**src/rtl/serial_add_ctrl.sv**
```systemverilog
// Bit-serial add/subtract sequencer: one shared full-add cell walks WIDTH-bit operands LSB first.
// Optional signed saturation on overflow when SERIAL_ADD_SAT_EN is defined.

module serial_add_fa (
  input  logic a,
  input  logic b,
  input  logic c,
  output logic s,
  output logic co
);
  assign s  = a ^ b ^ c;
  assign co = (a & b) | (a & c) | (b & c);
endmodule

module serial_add_ctrl #(
  parameter int WIDTH = 8,
  parameter int CNT_W = 5
) (
  input  logic             clk,
  input  logic             rst,
  input  logic             start,
  input  logic             sub,
  input  logic [WIDTH-1:0] op_a,
  input  logic [WIDTH-1:0] op_b,
  output logic             busy,
  output logic             done,
  output logic [WIDTH-1:0] result,
  output logic             carry_out,
  output logic             overflow
);

  typedef enum logic [1:0] {IDLE, RUN, DONE} state_t;

  state_t             state, state_nxt;
  logic [WIDTH-1:0]   a_reg, b_reg, sum_reg;
  logic [CNT_W-1:0]   cnt;
  logic               carry, msb_cin;
  logic               cell_s, cell_co;
  logic               last_bit;
  logic [WIDTH-1:0]   sum_full;
`ifdef SERIAL_ADD_SAT_EN
  logic               a_sign;
`endif

  serial_add_fa u_fa (
    .a  (a_reg[0]),
    .b  (b_reg[0]),
    .c  (carry),
    .s  (cell_s),
    .co (cell_co)
  );

  assign last_bit = (cnt == CNT_W'(WIDTH-1));
  assign sum_full = {cell_s, sum_reg[WIDTH-1:1]};

  always_ff @(posedge clk) begin
    if (rst) state <= IDLE;
    else     state <= state_nxt;
  end

  always_comb begin
    state_nxt = state;
    busy      = 1'b0;
    done      = 1'b0;
    case (state)
      IDLE: if (start) state_nxt = RUN;
      RUN: begin
        busy = 1'b1;
        if (last_bit) state_nxt = DONE;
      end
      DONE: begin
        done      = 1'b1;
        state_nxt = IDLE;
      end
      default: state_nxt = IDLE;
    endcase
  end

  always_ff @(posedge clk) begin
    if (rst) begin
      a_reg     <= '0;
      b_reg     <= '0;
      sum_reg   <= '0;
      cnt       <= '0;
      carry     <= 1'b0;
      msb_cin   <= 1'b0;
      result    <= '0;
      carry_out <= 1'b0;
      overflow  <= 1'b0;
`ifdef SERIAL_ADD_SAT_EN
      a_sign    <= 1'b0;
`endif
    end else begin
      case (state)
        IDLE: if (start) begin
          a_reg <= op_a;
          b_reg <= sub ? ~op_b : op_b;
          carry <= sub;
          cnt   <= '0;
`ifdef SERIAL_ADD_SAT_EN
          a_sign <= op_a[WIDTH-1];
`endif
        end
        RUN: begin
          a_reg   <= a_reg >> 1;
          b_reg   <= b_reg >> 1;
          sum_reg <= sum_full;
          carry   <= cell_co;
          cnt     <= cnt + 1'b1;
          if (last_bit) begin
            msb_cin   <= carry;
            carry_out <= cell_co;
            overflow  <= carry ^ cell_co;
`ifdef SERIAL_ADD_SAT_EN
            // Overflow implies both operand signs agree, so A's sign picks the limit.
            if (carry ^ cell_co)
              result <= a_sign ? {1'b1, {(WIDTH-1){1'b0}}} : {1'b0, {(WIDTH-1){1'b1}}};
            else
              result <= sum_full;
`else
            result <= sum_full;
`endif
          end
        end
        default: ;
      endcase
    end
  end

endmodule

```
**config.mk**
```make
export PLATFORM = sky130hd
export DESIGN_NAME = serial_add_ctrl
export DESIGN_NICKNAME = d
export VERILOG_FILES = /design/src/rtl/serial_add_ctrl.sv
export SDC_FILE = /design/constraint.sdc
export NUM_CORES = 1
export LEC_CHECK = 0
export CORE_MARGIN = 3
export CORE_UTILIZATION = 40
export DETAILED_ROUTE_END_ITERATION = 8
export GPL_TIMING_DRIVEN = 0
export PLACE_DENSITY = 0.61
export SETUP_SLACK_MARGIN = 0.4
export SLEW_MARGIN = 0
export SYNTH_ARGS = -nofsm -noshare
export SYNTH_HDL_FRONTEND = slang
export SYNTH_SLANG_ARGS = --single-unit
```
**constraint.sdc**
```tcl
create_clock -name clk -period 1.4 [get_ports clk]
set_input_delay 0.28 -clock clk [delete_from_list [all_inputs] [get_ports clk]]
set_output_delay 0.28 -clock clk [all_outputs]
set_load 0.02 [all_outputs]
```
==> results of run 1 <==
cell families (layout without fill, tap and decap cells):
| kind of cell | after synthesis | in the layout | synth area share, % |
|---|---|---|---|
| adders and majority gates | 2 | 2 | 1.725 |
| xor gates and xnor gates | 9 | 9 | 4.181 |
| DFF | 41 | 41 | 43.53 |
| AOI/OAI and AO/OA | 60 | 60 | 21.77 |
| muxes | 9 | 9 | 4.778 |
| and+or+nand+nor | 70 | 70 | 16.66 |
| buffers and inverters | 29 | 97 | 7.365 |
cells in the final DEF, fill, tap and decap left out, drive strengths merged, types with 2 or more instances in the layout:
cell type       n
clkbuf         13
nand4           3
buf            52
a2bb2oi         2
nor3b           2
o22ai           7
xnor2           8
o21ai           4
nand2          37
a22oi           9
nor2           15
nor2b           3
o221a           8
dfxtp          41
nand2b          3
clkdlybuf4s50  16
a21oi          24
mux2i           9
nand3           3
inv            12
critical path, stage by stage, from the launching register on:
cell      delay, ns
dfxtp_4        0.39
nand2b_4       0.13
buf_6          0.11
inv_8          0.03
buf_8          0.11
buf_6          0.12
worst min-delay path by stage:
stage / endpoint / cells past startpoint / from
2_1_floorplan: cnt[4]$_SDFFE_PP0P_ / 2 / cnt[4]$_SDFFE_PP0P_
3_3_place_gp: result[6]$_SDFFE_PP0P_ / 2 / result[6]$_SDFFE_PP0P_
3_5_place_dp: result[6]$_SDFFE_PP0P_ / 2 / result[6]$_SDFFE_PP0P_
4_1_cts: cnt[4]$_SDFFE_PP0P_ / 4 / start
5_1_grt: b_reg[7]$_SDFFE_PP0P_ / 4 / start
6_report: cnt[4]$_SDFFE_PP0P_ / 4 / start
metrics by stage:
stage / instance area, um^2 / worst slack (ns)
floorplan: 1974 / 0.2008
global placement: 2330 / -0.4020
detailed placement: 2330 / -0.3995
CTS: 2848 / -0.06535
global route: 3072 / -0.09869
finish: 3072 / -0.06083
power by group through the flow:
stage	clock network (mW)	logic [mW]	registers [mW]
5_1_grt	1.06	0.539	1.27
6_report	0.975	0.500	1.26
4_1_cts	0.991	0.431	1.26
3_3_place_gp	0	0.330	1.28
3_5_place_dp	0	0.334	1.28
2_1_floorplan	0	0.230	1.27
routing by layer:
layer / vias to the layer above / share of wire, % / global-route usage, %
li1: 901 / - / -
met1: 857 / 45 / 25.95
met2: 33 / 50 / 28.88
met3: 9 / 4.1 / 5.207
met4: 0 / 1.3 / 4.743
met5: - / 0 / 0
cell type report:
cell class	count	area share, %
clock buffers	5	2.240
inverters	12	1.711
flip-flops and latches	41	27.41
multi-input cells	150	37.03
plain buffers	17	5.947
well taps	52	2.118
clock inverters	3	1.507
repair buffers	60	22.04
repair_timing:
item | 4_1_cts | 5_1_grt
resized for setup | 135 | 27
setup endpoints to repair | 53 | 53
pin swaps | 6 | 14
cloned | 3 | 2
buffers inserted | 16 | 10
endpoints found under the hold margin | 0 | 0
==> metrics.txt, run 1 <==
clk sink count 41; largest net degree at the start of global routing 15; initial antenna violation count 0; Worst Path Required 1.12 ns; RR Startpoint state[1]$_SDFFE_PP0P_; DRT iter0 DRCs 61; Logic pwr share 18.3%; FF-to-FF path depth 6; first-pass GRT wire length 7928 um; Die X 74.66 um; Die ar. 5573 um^2; Area contributors post-synth dfxtp_1, nand2_1, a21oi_1; CTS Buffer Depth 2; Starting Density 42.43%; most frequent cell after synthesis dfxtp_1; area share of the largest cell type after synthesis 43.53%; fill count 324; violated checks negative setup slack; final core occ 69.12%; status finished, violations left; layout cell share with drive strength beyond 1 43.75%; Post-synth top cells dfxtp_1, nand2_1, a21oi_1; setup tns final -0.1128 ns; io pins 32; RSZ-0062 raised after global routing yes; VDD IR max 0.6664 mV; min Tclk post-route 1.461 ns; post-route ant nets 0; number of hold buffers added after cts 0; ANT cells 0; Max-cap violations 0; I/O Buffers 29; Leak 1.177 nW; drt drc 0; gpl congestion 0.7371; sequential element share of the synthesized area 43.53%; worst setup path endpoint busy; DR WL/cell 14.91 um; Max-slew headroom 64.04%; P_int 2.030 mW; GR Util All Layers 18.70%; synthesis-to-finish area growth 62.91%; Flop pwr share 46.1%; Post-DP HPWL 2973 um; row cnt 24; EDFF count, synth 0; clock share of power 35.7%; vias in the first global route 1637; synthesized area per cell 8.571 um^2; Clock Latency Late Sink 0.30 ns; synthesized flop and latch total 41; fmax 0.6845 GHz; dominant cell type by area after synthesis dfxtp_1; CTS H-tree lvls 2; Final Max Slew Viols 0; Cell Pwr Density 890.3 nW/um^2; Setup crit start state[1]$_SDFFE_PP0P_; critical path peak fanout 4; TritonRoute pass-1 iters 4; Post-Syn Instances 220; critical path class reg -> out; CORE AREA 4444 um^2; WL final 5069 um; CP Capture Type output pin; Placed Cells 301; Setup crit start kind flip-flop; Yosys cell types 37; post-synthesis async set-or-reset flop share 0%; Psw 0.7044 mW; switch share 25.76%; via/cell ratio 5.294; WHS 0.4116 ns; routed vias 1800; period utilization 104.3%; area of the mapped netlist 1886 um^2; register area 842.1 um^2; Setup Skew 0.008980 ns; Die Height 74.66 um; Post-synth top flop dfxtp_1; end of the worst register-to-register path cnt[3]$_SDFFE_PP0P_; Multi-input gate area 1137 um^2; root cell of the clock tree clkbuf_8; Final WS setup -0.06083 ns; syn_nets 242; type of the worst min-delay path in -> reg; clock buffer count from CTS 5; global route overflow 0; Reg clk slew, reported paths 0.09 ns; arrival time at the worst endpoint 1.18 ns; flop2flop setup slack 0 ns; Hold Fails Final Rpt 0; Pwr Total 2.735 mW; Synthesis Warnings 0; final net count 309; Worst Max-Slew Pin Slew 0.5395 ns; fin cells 340; final setup fails 3; CTS tree done
No activity file was read; power rests on OpenSTA's default activity.
==> inputs of run 2 (changes only) <==
--- a/config.mk
+++ b/config.mk
@@ -5,7 +5,6 @@
 export SDC_FILE = /design/constraint.sdc
 export NUM_CORES = 1
 export LEC_CHECK = 0
-export CORE_MARGIN = 3
 export CORE_UTILIZATION = 40
 export DETAILED_ROUTE_END_ITERATION = 8
 export GPL_TIMING_DRIVEN = 0
==> metrics.txt, run 2 (synthesis gave the netlist of run 1 again) <==
CTS tree done; largest net degree at the start of global routing 13; synthesis-to-finish area growth 62.77%; VDD IR max 0.6669 mV; Most common cell on crit path buf_6; global route overflow 0; Worst Hold Path EP b_reg[7]$_SDFFE_PP0P_; Hold Fails Final Rpt 0; layout cell share with drive strength beyond 1 45.21%; Pwr Total 2.508 mW; Starting Density 42.43%; WHS 0.4184 ns; routed vias 1829; via/cell ratio 5.317; Leak 1.193 nW; Die Height 70.66 um; status finished, violations left; CORE AREA 4444 um^2; Psw 0.6757 mW; DR WL/cell 14.98 um; WL final 5152 um; Flop pwr share 50.3%; Die ar. 4992 um^2; critical path class reg -> out; CTS H-tree lvls 2; GR Util All Layers 21.85%; clk sink count 41; min Tclk post-route 1.456 ns; Post-DP HPWL 2916 um; final net count 313; P_int 1.833 mW; io pins 32; I/O Buffers 29; Worst Path Required 1.12 ns; FF-to-FF path depth 6; Final WS setup -0.05643 ns; arrival time at the worst endpoint 1.18 ns; CTS Buffer Depth 2; end of the worst register-to-register path cnt[3]$_SDFFE_PP0P_; Clock Latency Late Sink 0.30 ns; hold path startpoint start; flop2flop setup slack 0 ns; ANT cells 0; Hold Path Depth 4; crit path max-delay cell type dfxtp_4; met2 GRT Util 38.62%; row cnt 24; Final Max Slew Viols 0; setup tns final -0.08620 ns; clock share of power 30.1%; GRT met3 Usage 5.840%; most frequent cells in the layout nand2_1, buf_6, dfxtp_1, buf_4, a21oi_1; Design Area, Final 3069 um^2; Setup crit start kind flip-flop; most common cell after layout, fill and taps aside nand2_1; fmax 0.6866 GHz; critical path peak fanout 4; drt drc 2; gpl congestion 0.7505; Area after DPL 2330 um^2; crit-path cells nand2b_4 > buf_6 > inv_8 > buf_8 > buf_6; clock buffer count from CTS 5; fill count 355; Max-slew headroom 61.42%; root cell of the clock tree clkbuf_8; Setup Skew 0.009783 ns; DRT iter0 DRCs 77; switch share 26.94%; RR Startpoint state[1]$_SDFFE_PP0P_; initial antenna violation count 0; violated checks design-rule violations, negative setup slack; Reg clk slew, reported paths 0.08 ns; Logic pwr share 19.6%; vias in the first global route 1774; crit-path max cell delay 0.38 ns; first-pass GRT wire length 8321 um; Most Crowded Layer GR met2; register area 843.3 um^2; post-route ant nets 0; type of the worst min-delay path in -> reg; Cell Pwr Density 817.3 nW/um^2; Worst Max-Slew Pin Slew 0.5788 ns; Multi-input gate area 1159 um^2; RSZ-0062 raised after global routing yes; Max-cap violations 0; met1 Track Usage GR 25.75%; CP Capture Type output pin; period utilization 104.0%; Die X 70.66 um; final setup fails 3; TritonRoute pass-1 iters 6
## run 2: changes by cell type in the layout (fill, tap and decap cells not counted), sizes merged
cell / before / now
clkdlybuf4s15: 1 / 0
buf: 52 / 57
clkinv: 1 / 2
dlygate4sd2: 0 / 1
clkinvlp: 1 / 0
bufinv: 1 / 0
## run 2: metal layers
layer,up-vias,routed length (um)
met5,-,0
met4,0,106
met3,15,122
met2,28,2641
met1,877,2281
li1,909,-
## run 2: what timing repair did
item | in CTS | in global routing
endpoints found under the setup margin | 53 | 53
hold buffers | 0 | 0
pin swaps | 22 | 6
setup buffers | 21 | 10
resized for setup | 149 | 12
gates cloned | 4 | 0
## run 2: worst max-delay path by stage
stage	end	cells past startpoint	startpoint	slack (ns)
2_1_floorplan	overflow$_SDFFE_PP0P_	5	cnt[0]$_SDFFE_PP0P_	0.20
3_3_place_gp	done	4	state[1]$_SDFFE_PP0P_	-0.40
3_5_place_dp	done	4	state[1]$_SDFFE_PP0P_	-0.40
4_1_cts	busy	5	state[1]$_SDFFE_PP0P_	-0.06
5_1_grt	busy	5	state[1]$_SDFFE_PP0P_	-0.1
6_report	busy	5	state[1]$_SDFFE_PP0P_	-0.06
## run 2: power by group through the flow
stage	Combinational (mW)	Clock (mW)	Sequential [mW]
final	0.492	0.754	1.26
after global routing	0.530	0.822	1.27
after CTS	0.463	0.769	1.26
after detailed placement	0.333	0	1.28
after global placement	0.331	0	1.28
after floorplan	0.230	0	1.27
## run 2: cell type report
cell class,instances,share of cell area (%)
repair buffers,64,22.01
clock buffers,6,2.364
flip-flops and latches,41,27.48
inverters,12,1.712
multi-input cells,150,37.75
plain buffers,17,6.237
clock inverters,2,0.3261
well taps,52,2.120
## run 2: worst max-delay path, delay by kind of cell, from the launching register on
kind	cells	cell delay, ns
DFF	1	0.38
and+or+nand+nor	1	0.12
buffers and inverters	4	0.37
## run 2: through the flow
step / utilization (%) / std cells / worst slack (ns)
2_1_floorplan: - / 220 / 0.2008
3_3_place_gp: 52.42 / 301 / -0.3962
3_5_place_dp: 52.42 / 301 / -0.3976
4_1_cts: 65.91 / 334 / -0.05807
5_1_grt: 69.06 / 344 / -0.09922
6_report: 69.06 / 344 / -0.05643
==> inputs of run 3 (changes only) <==
--- a/config.mk
+++ b/config.mk
@@ -5,6 +5,7 @@
 export SDC_FILE = /design/constraint.sdc
 export NUM_CORES = 1
 export LEC_CHECK = 0
+export CORE_MARGIN = 1
 export CORE_UTILIZATION = 40
 export DETAILED_ROUTE_END_ITERATION = 8
 export GPL_TIMING_DRIVEN = 0
==> results of run 3 <==
The final DEF is identical to that of run 2; final timing and power are the same.
